File: config.mk
export PLATFORM = sky130hd
export DESIGN_NAME = inst_fetch
export DESIGN_NICKNAME = d
export VERILOG_FILES = /design/src/rtl/inst_fetch_pkg.sv /design/src/rtl/inst_fetch_fifo.sv /design/src/rtl/inst_fetch.sv
export SDC_FILE = /design/constraint.sdc
export NUM_CORES = 1
export LEC_CHECK = 0
export CAP_MARGIN = 20
export CORE_MARGIN = 1.5
export CORE_UTILIZATION = 47
export DETAILED_ROUTE_END_ITERATION = 10
export GPL_TIMING_DRIVEN = 0
export PLACE_DENSITY = 0.79
export SLEW_MARGIN = 20
export SYNTH_ARGS = -nofsm -noshare
export SYNTH_HDL_FRONTEND = slang
export SYNTH_SLANG_ARGS = --single-unit
File: constraint.sdc
create_clock -name clk_i -period 6.5 [get_ports clk_i]
set_clock_uncertainty 0.15 [all_clocks]
set_input_delay 1.3 -clock clk_i [delete_from_list [all_inputs] [get_ports clk_i]]
set_output_delay 1.3 -clock clk_i [all_outputs]
set_load 0.02 [all_outputs]
File: src/rtl/inst_fetch_pkg.sv
// Shared types and defaults for the instruction fetch unit.
package inst_fetch_pkg;

  localparam logic [31:0] RESET_PC_DEFAULT = 32'h0000_0000;
  localparam int unsigned DEPTH_DEFAULT    = 2;

  typedef enum logic {
    BOOT = 1'b0,
    RUN  = 1'b1
  } fetch_state_t;

  typedef struct packed {
    logic [31:0] pc;
    logic [31:0] inst;
  } fetch_entry_t;

  // Circular pointer increment for queues of up to 8 entries.
  function automatic logic [2:0] ptr_inc(input logic [2:0] ptr, input int unsigned depth);
    return (ptr == 3'(depth - 1)) ? 3'd0 : ptr + 3'd1;
  endfunction

endpackage

File: src/rtl/inst_fetch_fifo.sv
// DEPTH-entry instruction buffer of {pc, inst}; flush has priority over push and pop.
module fetch_fifo
  import inst_fetch_pkg::*;
#(
  parameter int unsigned DEPTH = DEPTH_DEFAULT,
  localparam int unsigned PTR_W = $clog2(DEPTH),
  localparam int unsigned CNT_W = $clog2(DEPTH + 1)
) (
  input  logic             clk_i,
  input  logic             rst_i,
  input  logic             push_i,
  input  fetch_entry_t     push_data_i,
  input  logic             pop_i,
  input  logic             flush_i,
  output fetch_entry_t     head_o,
  output logic [CNT_W-1:0] count_o,
  output logic             empty_o,
  output logic             full_o
);

  fetch_entry_t     mem_q [DEPTH];
  logic [PTR_W-1:0] wr_ptr_q, wr_ptr_d;
  logic [PTR_W-1:0] rd_ptr_q, rd_ptr_d;
  logic [CNT_W-1:0] count_q, count_d;
  logic             do_push;
  logic             do_pop;

  always_comb begin
    wr_ptr_d = wr_ptr_q;
    rd_ptr_d = rd_ptr_q;
    count_d  = count_q;
    do_push  = push_i && !flush_i;
    do_pop   = pop_i && !flush_i && (count_q != '0);
    if (flush_i) begin
      wr_ptr_d = '0;
      rd_ptr_d = '0;
      count_d  = '0;
    end else begin
      if (do_push) wr_ptr_d = PTR_W'(ptr_inc(3'(wr_ptr_q), DEPTH));
      if (do_pop)  rd_ptr_d = PTR_W'(ptr_inc(3'(rd_ptr_q), DEPTH));
      case ({do_push, do_pop})
        2'b10:   count_d = count_q + CNT_W'(1);
        2'b01:   count_d = count_q - CNT_W'(1);
        default: count_d = count_q;
      endcase
    end
  end

  always_ff @(posedge clk_i or posedge rst_i) begin
    if (rst_i) begin
      wr_ptr_q <= '0;
      rd_ptr_q <= '0;
      count_q  <= '0;
    end else begin
      wr_ptr_q <= wr_ptr_d;
      rd_ptr_q <= rd_ptr_d;
      count_q  <= count_d;
    end
  end

  // Storage is pure datapath; the head is only observed when count is non-zero.
  always_ff @(posedge clk_i) begin
    if (do_push) mem_q[wr_ptr_q] <= push_data_i;
  end

  assign head_o  = mem_q[rd_ptr_q];
  assign count_o = count_q;
  assign empty_o = (count_q == '0);
  assign full_o  = (count_q == CNT_W'(DEPTH));

endmodule

File: src/rtl/inst_fetch.sv
// Instruction fetch: credit-based request issue, in-order PC queue, redirect flush with stale-response discard.
module inst_fetch
  import inst_fetch_pkg::*;
#(
  parameter logic [31:0] RESET_PC = RESET_PC_DEFAULT,
  parameter int unsigned DEPTH    = DEPTH_DEFAULT
) (
  input  logic        clk_i,
  input  logic        rst_i,
  input  logic        redirect_i,
  input  logic [31:0] redirect_pc_i,
  output logic        mem_req_o,
  output logic [31:0] mem_addr_o,
  input  logic        mem_gnt_i,
  input  logic        mem_rvalid_i,
  input  logic [31:0] mem_rdata_i,
  output logic        inst_valid_o,
  output logic [31:0] inst_o,
  output logic [31:0] inst_pc_o,
  output logic [31:0] inst_pc4_o,
  input  logic        inst_ready_i,
  output logic        err_o
);

  localparam int unsigned PTR_W = $clog2(DEPTH);
  localparam int unsigned CNT_W = $clog2(DEPTH + 1);
  localparam int unsigned SUM_W = CNT_W + 1;

  fetch_state_t     state_q, state_d;
  logic [31:0]      fetch_pc_q, fetch_pc_d;
  logic             pending_q, pending_d;
  logic [CNT_W-1:0] outstanding_q, outstanding_d;
  logic [CNT_W-1:0] discard_q, discard_d;
  logic             err_q, err_d;
  logic [31:0]      pcq_q [DEPTH];
  logic [PTR_W-1:0] pcq_wr_q, pcq_wr_d;
  logic [PTR_W-1:0] pcq_rd_q, pcq_rd_d;

  logic             req_pre;
  logic             gnt_acc;
  logic             rsp_ok;
  logic             fifo_push;
  logic             fifo_pop;
  logic [SUM_W-1:0] credit_used;
  fetch_entry_t     fifo_wdata;
  fetch_entry_t     fifo_head;
  logic [CNT_W-1:0] fifo_count;
  logic             fifo_empty;
  logic             fifo_full;

  always_comb begin
    state_d       = state_q;
    fetch_pc_d    = fetch_pc_q;
    pending_d     = 1'b0;
    outstanding_d = outstanding_q;
    discard_d     = discard_q;
    err_d         = err_q;
    pcq_wr_d      = pcq_wr_q;
    pcq_rd_d      = pcq_rd_q;
    req_pre       = 1'b0;
    mem_req_o     = 1'b0;

    fifo_pop = !fifo_empty && inst_ready_i && !redirect_i;
    // A slot popped this cycle counts as free, which sustains one fetch per cycle.
    credit_used = SUM_W'(outstanding_q) + SUM_W'(fifo_count) - SUM_W'(fifo_pop);

    case (state_q)
      BOOT:    state_d = RUN;
      RUN:     req_pre = pending_q || (credit_used < SUM_W'(DEPTH));
      default: state_d = BOOT;
    endcase

    // A grant is honoured against the request as presented before the redirect mask.
    mem_req_o  = req_pre && !redirect_i;
    gnt_acc    = req_pre && mem_gnt_i;
    rsp_ok     = mem_rvalid_i && (outstanding_q != '0);
    fifo_push  = rsp_ok && (discard_q == '0);
    fifo_wdata = '{pc: pcq_q[pcq_rd_q], inst: mem_rdata_i};
    pending_d  = mem_req_o && !mem_gnt_i;

    if (gnt_acc) begin
      fetch_pc_d = fetch_pc_q + 32'd4;
      pcq_wr_d   = PTR_W'(ptr_inc(3'(pcq_wr_q), DEPTH));
    end
    if (rsp_ok) begin
      pcq_rd_d = PTR_W'(ptr_inc(3'(pcq_rd_q), DEPTH));
      if (discard_q != '0) discard_d = discard_q - CNT_W'(1);
    end
    case ({gnt_acc, rsp_ok})
      2'b10:   outstanding_d = outstanding_q + CNT_W'(1);
      2'b01:   outstanding_d = outstanding_q - CNT_W'(1);
      default: outstanding_d = outstanding_q;
    endcase
    if (mem_rvalid_i && (outstanding_q == '0)) err_d = 1'b1;

    // Every response still in flight after this cycle is stale once we redirect.
    if (redirect_i) begin
      fetch_pc_d = redirect_pc_i & ~32'h3;
      discard_d  = outstanding_d;
    end
  end

  always_ff @(posedge clk_i or posedge rst_i) begin
    if (rst_i) begin
      state_q       <= BOOT;
      fetch_pc_q    <= {RESET_PC[31:2], 2'b00};
      pending_q     <= 1'b0;
      outstanding_q <= '0;
      discard_q     <= '0;
      err_q         <= 1'b0;
      pcq_wr_q      <= '0;
      pcq_rd_q      <= '0;
    end else begin
      state_q       <= state_d;
      fetch_pc_q    <= fetch_pc_d;
      pending_q     <= pending_d;
      outstanding_q <= outstanding_d;
      discard_q     <= discard_d;
      err_q         <= err_d;
      pcq_wr_q      <= pcq_wr_d;
      pcq_rd_q      <= pcq_rd_d;
    end
  end

  always_ff @(posedge clk_i) begin
    if (gnt_acc) pcq_q[pcq_wr_q] <= fetch_pc_q;
  end

  fetch_fifo #(.DEPTH(DEPTH)) u_fifo (
    .clk_i       (clk_i),
    .rst_i       (rst_i),
    .push_i      (fifo_push),
    .push_data_i (fifo_wdata),
    .pop_i       (fifo_pop),
    .flush_i     (redirect_i),
    .head_o      (fifo_head),
    .count_o     (fifo_count),
    .empty_o     (fifo_empty),
    .full_o      (fifo_full)
  );

  a_no_overflow: assert property (@(posedge clk_i) disable iff (rst_i)
    !(fifo_push && !redirect_i && fifo_full && !fifo_pop));

  assign mem_addr_o   = fetch_pc_q;
  assign inst_valid_o = !fifo_empty;
  assign inst_o       = fifo_empty ? 32'h0 : fifo_head.inst;
  assign inst_pc_o    = fifo_empty ? 32'h0 : fifo_head.pc;
  assign inst_pc4_o   = inst_pc_o + 32'd4;
  assign err_o        = err_q;

endmodule

* Yosys cells after proc, flatten, opt, wreduce, memory -nomap -nowiden
Memories as Yosys holds them, arrays and structs flattened. Index checks and enable logic that the tools add are counted. W data, S select, Z words.
Storage, ports and cells: bits in registers 45, bits in writable memories 192, output and inout bits 131, word-level logic and storage cells 82, memories 2
Memories:
- u_fifo.mem_q | words 2, bits a word 64, read ports 1, clocked after Yosys merged registers in 0, write ports 1, line inst_fetch_fifo.sv:21 | fetch_entry_t mem_q [DEPTH];
- pcq_q | words 2, bits a word 32, read ports 1, clocked after Yosys merged registers in 0, write ports 1, line inst_fetch.sv:35 | logic [31:0] pcq_q [DEPTH];
Operators by class: $add $sub $neg 13, magnitude comparators 1, equal/unequal tests 4, muxes and demuxes 23, reductions and logical operators 28
Operators by type and width (count):
- $mux W32 | 4
- $add A32 B3 Y32 const B | 2
- $reduce_bool A2 Y1 | 8
- $mux W1 | 13
- $logic_and A1 B1 Y1 | 11
- $mux W2 | 4
- $pmux W2 S2 | 2
- $logic_not A2 Y1 | 3
- $sub A2 B1 Y2 const B | 3
- $add A1 B1 Y1 const B | 4
- $add A2 B1 Y2 const B | 2
- $eq A2 B1 Y1 const B | 2
- $eq A2 B2 Y1 const B | 2
- $add A2 B2 Y3 | 1
- $logic_not A1 Y1 | 3
- $lt A3 B2 Y1 const B | 1
- $reduce_bool A3 Y1 | 1
- $sub A3 B1 Y3 | 1
- $reduce_and A2 Y1 | 1
- $logic_or A1 B1 Y1 | 1

* Depth between registers and ports, before layout
depth in word-level cells 12, depth in mapped cells 17, gate-level depth less buffers 15

* By module
A second synthesis with hierarchy kept.
Second synthesis, totals: cells, all modules 725, area, all modules 10480.1 um^2
By module, submodules not included:
- inst_fetch | times used 1, cells an instance 501, area each 5430.2 um^2
- fetch_fifo | times used 1, cells an instance 224, area each 5049.8 um^2

* Worst setup path after synthesis
OpenSTA, ideal clock, no wires.
path kind input to register, start point input port mem_rvalid_i, end point memory u_fifo.mem_q[1][0] (netlist bit) (enable), arrival time 6.267 ns, required time 5.779 ns, setup slack -0.489 ns, stages on the path 4, cells stage by stage o21ai_0 -> inv_1 -> nand2_1 -> nor3b_1
On the way: cells in the longest elaborated chain, start to end 5
Ends and longest elaborated chain:
- from (decl) | line inst_fetch.sv:15 | input logic mem_rvalid_i,
- $logic_and A1 B1 Y1 | line inst_fetch.sv:76 | rsp_ok = mem_rvalid_i && (outstanding_q != '0);
- net rsp_ok | line inst_fetch.sv:41 | logic rsp_ok;
- $logic_and A1 B1 Y1 | line inst_fetch.sv:77 | fifo_push = rsp_ok && (discard_q == '0);
- $logic_and A1 B1 Y1 | line inst_fetch_fifo.sv:32 | do_push = push_i && !flush_i;
- $mux W1 | line inst_fetch_fifo.sv:63 | if (do_push) mem_q[wr_ptr_q] <= push_data_i;
- $mux W1 (not written as such) | line inst_fetch_fifo.sv:63
- to (decl) | line inst_fetch_fifo.sv:21
The timed path passes the listed nets, and every way through them passes these cells.

* Worst setup path after layout
start point input port redirect_i, end point output port mem_req_o
On the way: cells in the longest elaborated chain, start to end 7
Ends and longest elaborated chain:
- from (decl) | line inst_fetch.sv:10 | input logic redirect_i,
- $logic_not A1 Y1 * | line inst_fetch.sv:63, inst_fetch.sv:74
- $logic_and A1 B1 Y1 | line inst_fetch.sv:63 | fifo_pop = !fifo_empty && inst_ready_i && !redirect_i;
- $sub A3 B1 Y3 | line inst_fetch.sv:65 | credit_used = SUM_W'(outstanding_q) + SUM_W'(fifo_count) - SUM_W'(fifo_pop);
- $lt A3 B2 Y1 | line inst_fetch.sv:69 | RUN: req_pre = pending_q || (credit_used < SUM_W'(DEPTH));
- $logic_or A1 B1 Y1 | line inst_fetch.sv:69
- $mux W1 | line inst_fetch.sv:67 | case (state_q)
- $logic_and A1 B1 Y1 * | line inst_fetch.sv:74 | mem_req_o = req_pre && !redirect_i;
- to (decl) | line inst_fetch.sv:12 | output logic mem_req_o,
Mark *: on every way between the ends. The rest lies on a longest branch, timed or not.

==> qor.yml <==
seq_power_share_pct: 41.7
stdcell_area_sq_um: 13420
ys.flop_type: "edfxtp_1"
reg2reg_depth: 17
min_period_over_period_pct: 97.24
hold_viol: 0
crit_required_ps: 5050
cts_buffers: 24
cts.path.max_buffers: 3
synthArstFlopShare_pct: 18.94
num_io_pins: 201
sw_frac_of_total_pct: 29.92
max_freq_mhz: 158.2
crit_path_start_kind: "primary input"
hold_start: "err_o"
use_met2_pct: 35.18
grt-busiest-layer: "met2"
cts_tree: "yes"
synth_top_area_share_pct: 54.61
path_clk_slew_ps: 60
syn_area_sq_um: 10120
gr-total-overflow: 0
leakage_nw: 4.590
grt_max_degree: 35
rsz0062_at_grt: "false"
endpoint_kind: "primary output"
layout-drive-gt1-share_pct: 13.82
worstMarginPinSlew_ps: 704.3
track_usage_pct: 20.67
cap_violations: 0
core_area_sq_um: 21090
r2r-start: "u_fifo.count_o[0]"
yosys.area.top_type: "edfxtp_1"
drcViolationCount: 0
utilization_pct: 63.65
synth-edff-count: 184
htree_levels: 1
num_vias: 6725
fin_crit_ps: 6321
first_iter_violations: 336
dieHeight_microns: 149.7
finalSetupViolations: 0
wl_mm: 23.64
worstPathArrival_ps: 4870
finalWorstSetupSlack_ps: 179.3
rows: 53
slew_headroom_pct: 53.00
firstDrtPassIters: 5
fill_cells: 1568
clkPwrFrac_pct: 30.2
antenna_found_initial: 0
start_util_pct: 47.98
wire_per_inst_microns: 18.77
first_global_vias: 6615
ys.warnings.count: 0
routabilityCongestion: 0.8221
hold_slack_ps: 312.9
seq_area_frac_synth_pct: 65.24
slew_viol_final: 0
criticalPathCategory: "primary input to primary output"
ir_worst_vdd_v: 0.0002035
met1_usage_pct: 26.86
postPlaceCellArea_sq_um: 12620
p_int_w: 0.003134
area_growth_pct: 32.64
clkLatencyLatePin_ps: 510
p_sw_w: 0.001338
comb_power_share_pct: 28.1
clockRootBuffer: "clkbuf_16"
synth_cells: 732
clkSinkCount: 227
syn_area_per_cell_sq_um: 13.82
ys_types: 50
outcome: "finished clean"
synthTopCellsByArea: "edfxtp_1 (55%), dfrtp_1 (11%), mux2i_1 (6.2%)"
io_buffers: 192
ant_nets: 0
grt_pass1_wl_mm: 35.94
dieArea_sq_um: 22420
cp-startpoint: "redirect_i"
fin_tns_setup_ps: 0
dpl.hpwl_mm: 17.25
cellPowerDensity_nw_per_um2: 333.3
cp_max_fo: 10
whs_path_depth: 1
fin_nets: 1043
viasPerCell: 5.342
insertedDiodeCount: 0
die_w_microns: 149.7
hp-class: "flop to flop"
ys_ff_latch: 227
grt_use_met3_pct: 3.689
detailedPlace.worstSlack_ps: -647.2
==> registers in the layout (all words and copies together), names as in the netlist <==
| name | count |
|---|---|
| outstanding_q | 2 |
| mem_addr_o | 30 |
| u_fifo.wr_ptr_q | 1 |
| err_o | 1 |
| pcq_wr_q | 1 |
| pcq_q | 60 |
| u_fifo.count_o | 2 |
| discard_q | 2 |
| u_fifo.rd_ptr_q | 1 |
| pcq_rd_q | 1 |
| state_q | 1 |
| pending_q | 1 |
| u_fifo.mem_q | 124 |
==> through the flow <==
| stage | cells | total power (W) |
|---|---|---|
| 2_1_floorplan | 737 | 0.002634 |
| 3_3_place_gp | 1204 | 0.003074 |
| 3_5_place_dp | 1215 | 0.003137 |
| 4_1_cts | 1259 | 0.004503 |
| 5_1_grt | 1259 | 0.004660 |
| 6_report | 1259 | 0.004473 |
==> what timing repair did <==
action | CTS | global route
setup buffers | 0 | 0
setup endpoints to repair | 1 | 1
gates resized for setup | 4 | 4
hold buffers | 0 | 0
==> worst max-delay path, cell delays in order <==
cell             delay, ps
clkdlybuf4s50_1        590
clkbuf_2               280
clkbuf_4               300
nor2_1                  80
ha_1                   260
nand2b_1               150
fa_1                   370
xor2_1                 180
a21oi_2                290
clkbuf_4               290
nand2b_1               150
nor2_1                  60
clkdlybuf4s50_1        540
==> layout make-up <==
| type | instances | area, sq um | area share (%) |
|---|---|---|---|
| sequential | 227 | 6601 | 49.18 |
| clock buffer | 34 | 679.4 | 5.062 |
| multi-input combinational | 455 | 3306 | 24.63 |
| buffer | 40 | 224.0 | 1.669 |
| clock inverter | 10 | 105.1 | 0.7831 |
| timing repair buffer | 203 | 2106 | 15.69 |
| tap | 275 | 344.1 | 2.564 |
| inverter | 15 | 56.30 | 0.4195 |
==> routing by layer <==
metal | vias to the layer above | wire, microns
met4 | 0 | 658
met2 | 308 | 11190
met1 | 3227 | 9746
met3 | 49 | 2036
met5 | - | 0
li1 | 3141 | -
==> cells by family (layout without fill, tap and decap cells) <==
group	after synthesis	after routing	share of synthesized area, %
simple gates	235	235	12.80
flops	227	227	65.24
mux	96	96	9.905
xor+xnor	62	62	5.367
buf+inv	55	302	2.683
compound gates	48	48	2.992
fa+ha+maj	7	7	0.9398
other cells	2	7	0.07422
==> cells in the final DEF, fill, tap and decap left out, types with 7 or more instances in the layout <==
cell / instances
and4_1: 7
buf_2: 10
buf_4: 8
clkbuf_1: 17
clkbuf_16: 25
clkdlybuf4s50_1: 192
conb_1: 7
dfrtp_1: 43
edfxtp_1: 184
inv_1: 14
mux2_2: 33
mux2i_1: 63
nand2_1: 47
nand3_1: 19
nand4_1: 10
nor2_1: 79
nor3_1: 11
nor4_1: 7
nor4_2: 11
o21ai_0: 28
xnor2_1: 37
xor2_1: 25
==> synthesized netlist by cell type (2+ instances only) <==
master      n
edfxtp_1  184
nor2_1     81
mux2i_1    63
nand2_1    47
dfrtp_1    43
xnor2_1    37
mux2_2     33
o21ai_0    28
xor2_1     25
nand3_1    19
inv_1      15
clkbuf_1   13
nor3_1     12
nor4_2     11
buf_2      10
nand4_1    10
buf_4       8
and4_1      7
nor4_1      7
buf_1       6
ha_1        6
nand3b_1    6
nor4b_1     6
a211oi_2    5
a31oi_1     5
nor3b_1     4
or3_1       4
a21oi_1     3
and2_1      3
and3_1      3
buf_6       3
or4_1       3
conb_1      2
nand2b_1    2
nor4b_2     2
o211ai_1    2
==> path summary, 6_finish.rpt <==
kind	to	slack, ps
worst max-delay path	mem_req_o	180
worst min register to register	err_o	310
worst max register to register	discard_q[1]	1880
max in group asynchronous	u_fifo.wr_ptr_q	4870
worst min-delay path	err_o	310
min in group asynchronous	mem_addr_o[20]	880
==> power groups by stage <==
stage                     clock (W)  sequential, W  combinational (W)
after CTS                   0.00137        0.00187            0.00126
after floorplan                   0        0.00189           0.000742
after global routing        0.00143        0.00188            0.00135
final                       0.00135        0.00187            0.00126
after detailed placement          0        0.00189            0.00124
after global placement            0        0.00189            0.00118
(Power assumes the default switching activity.)
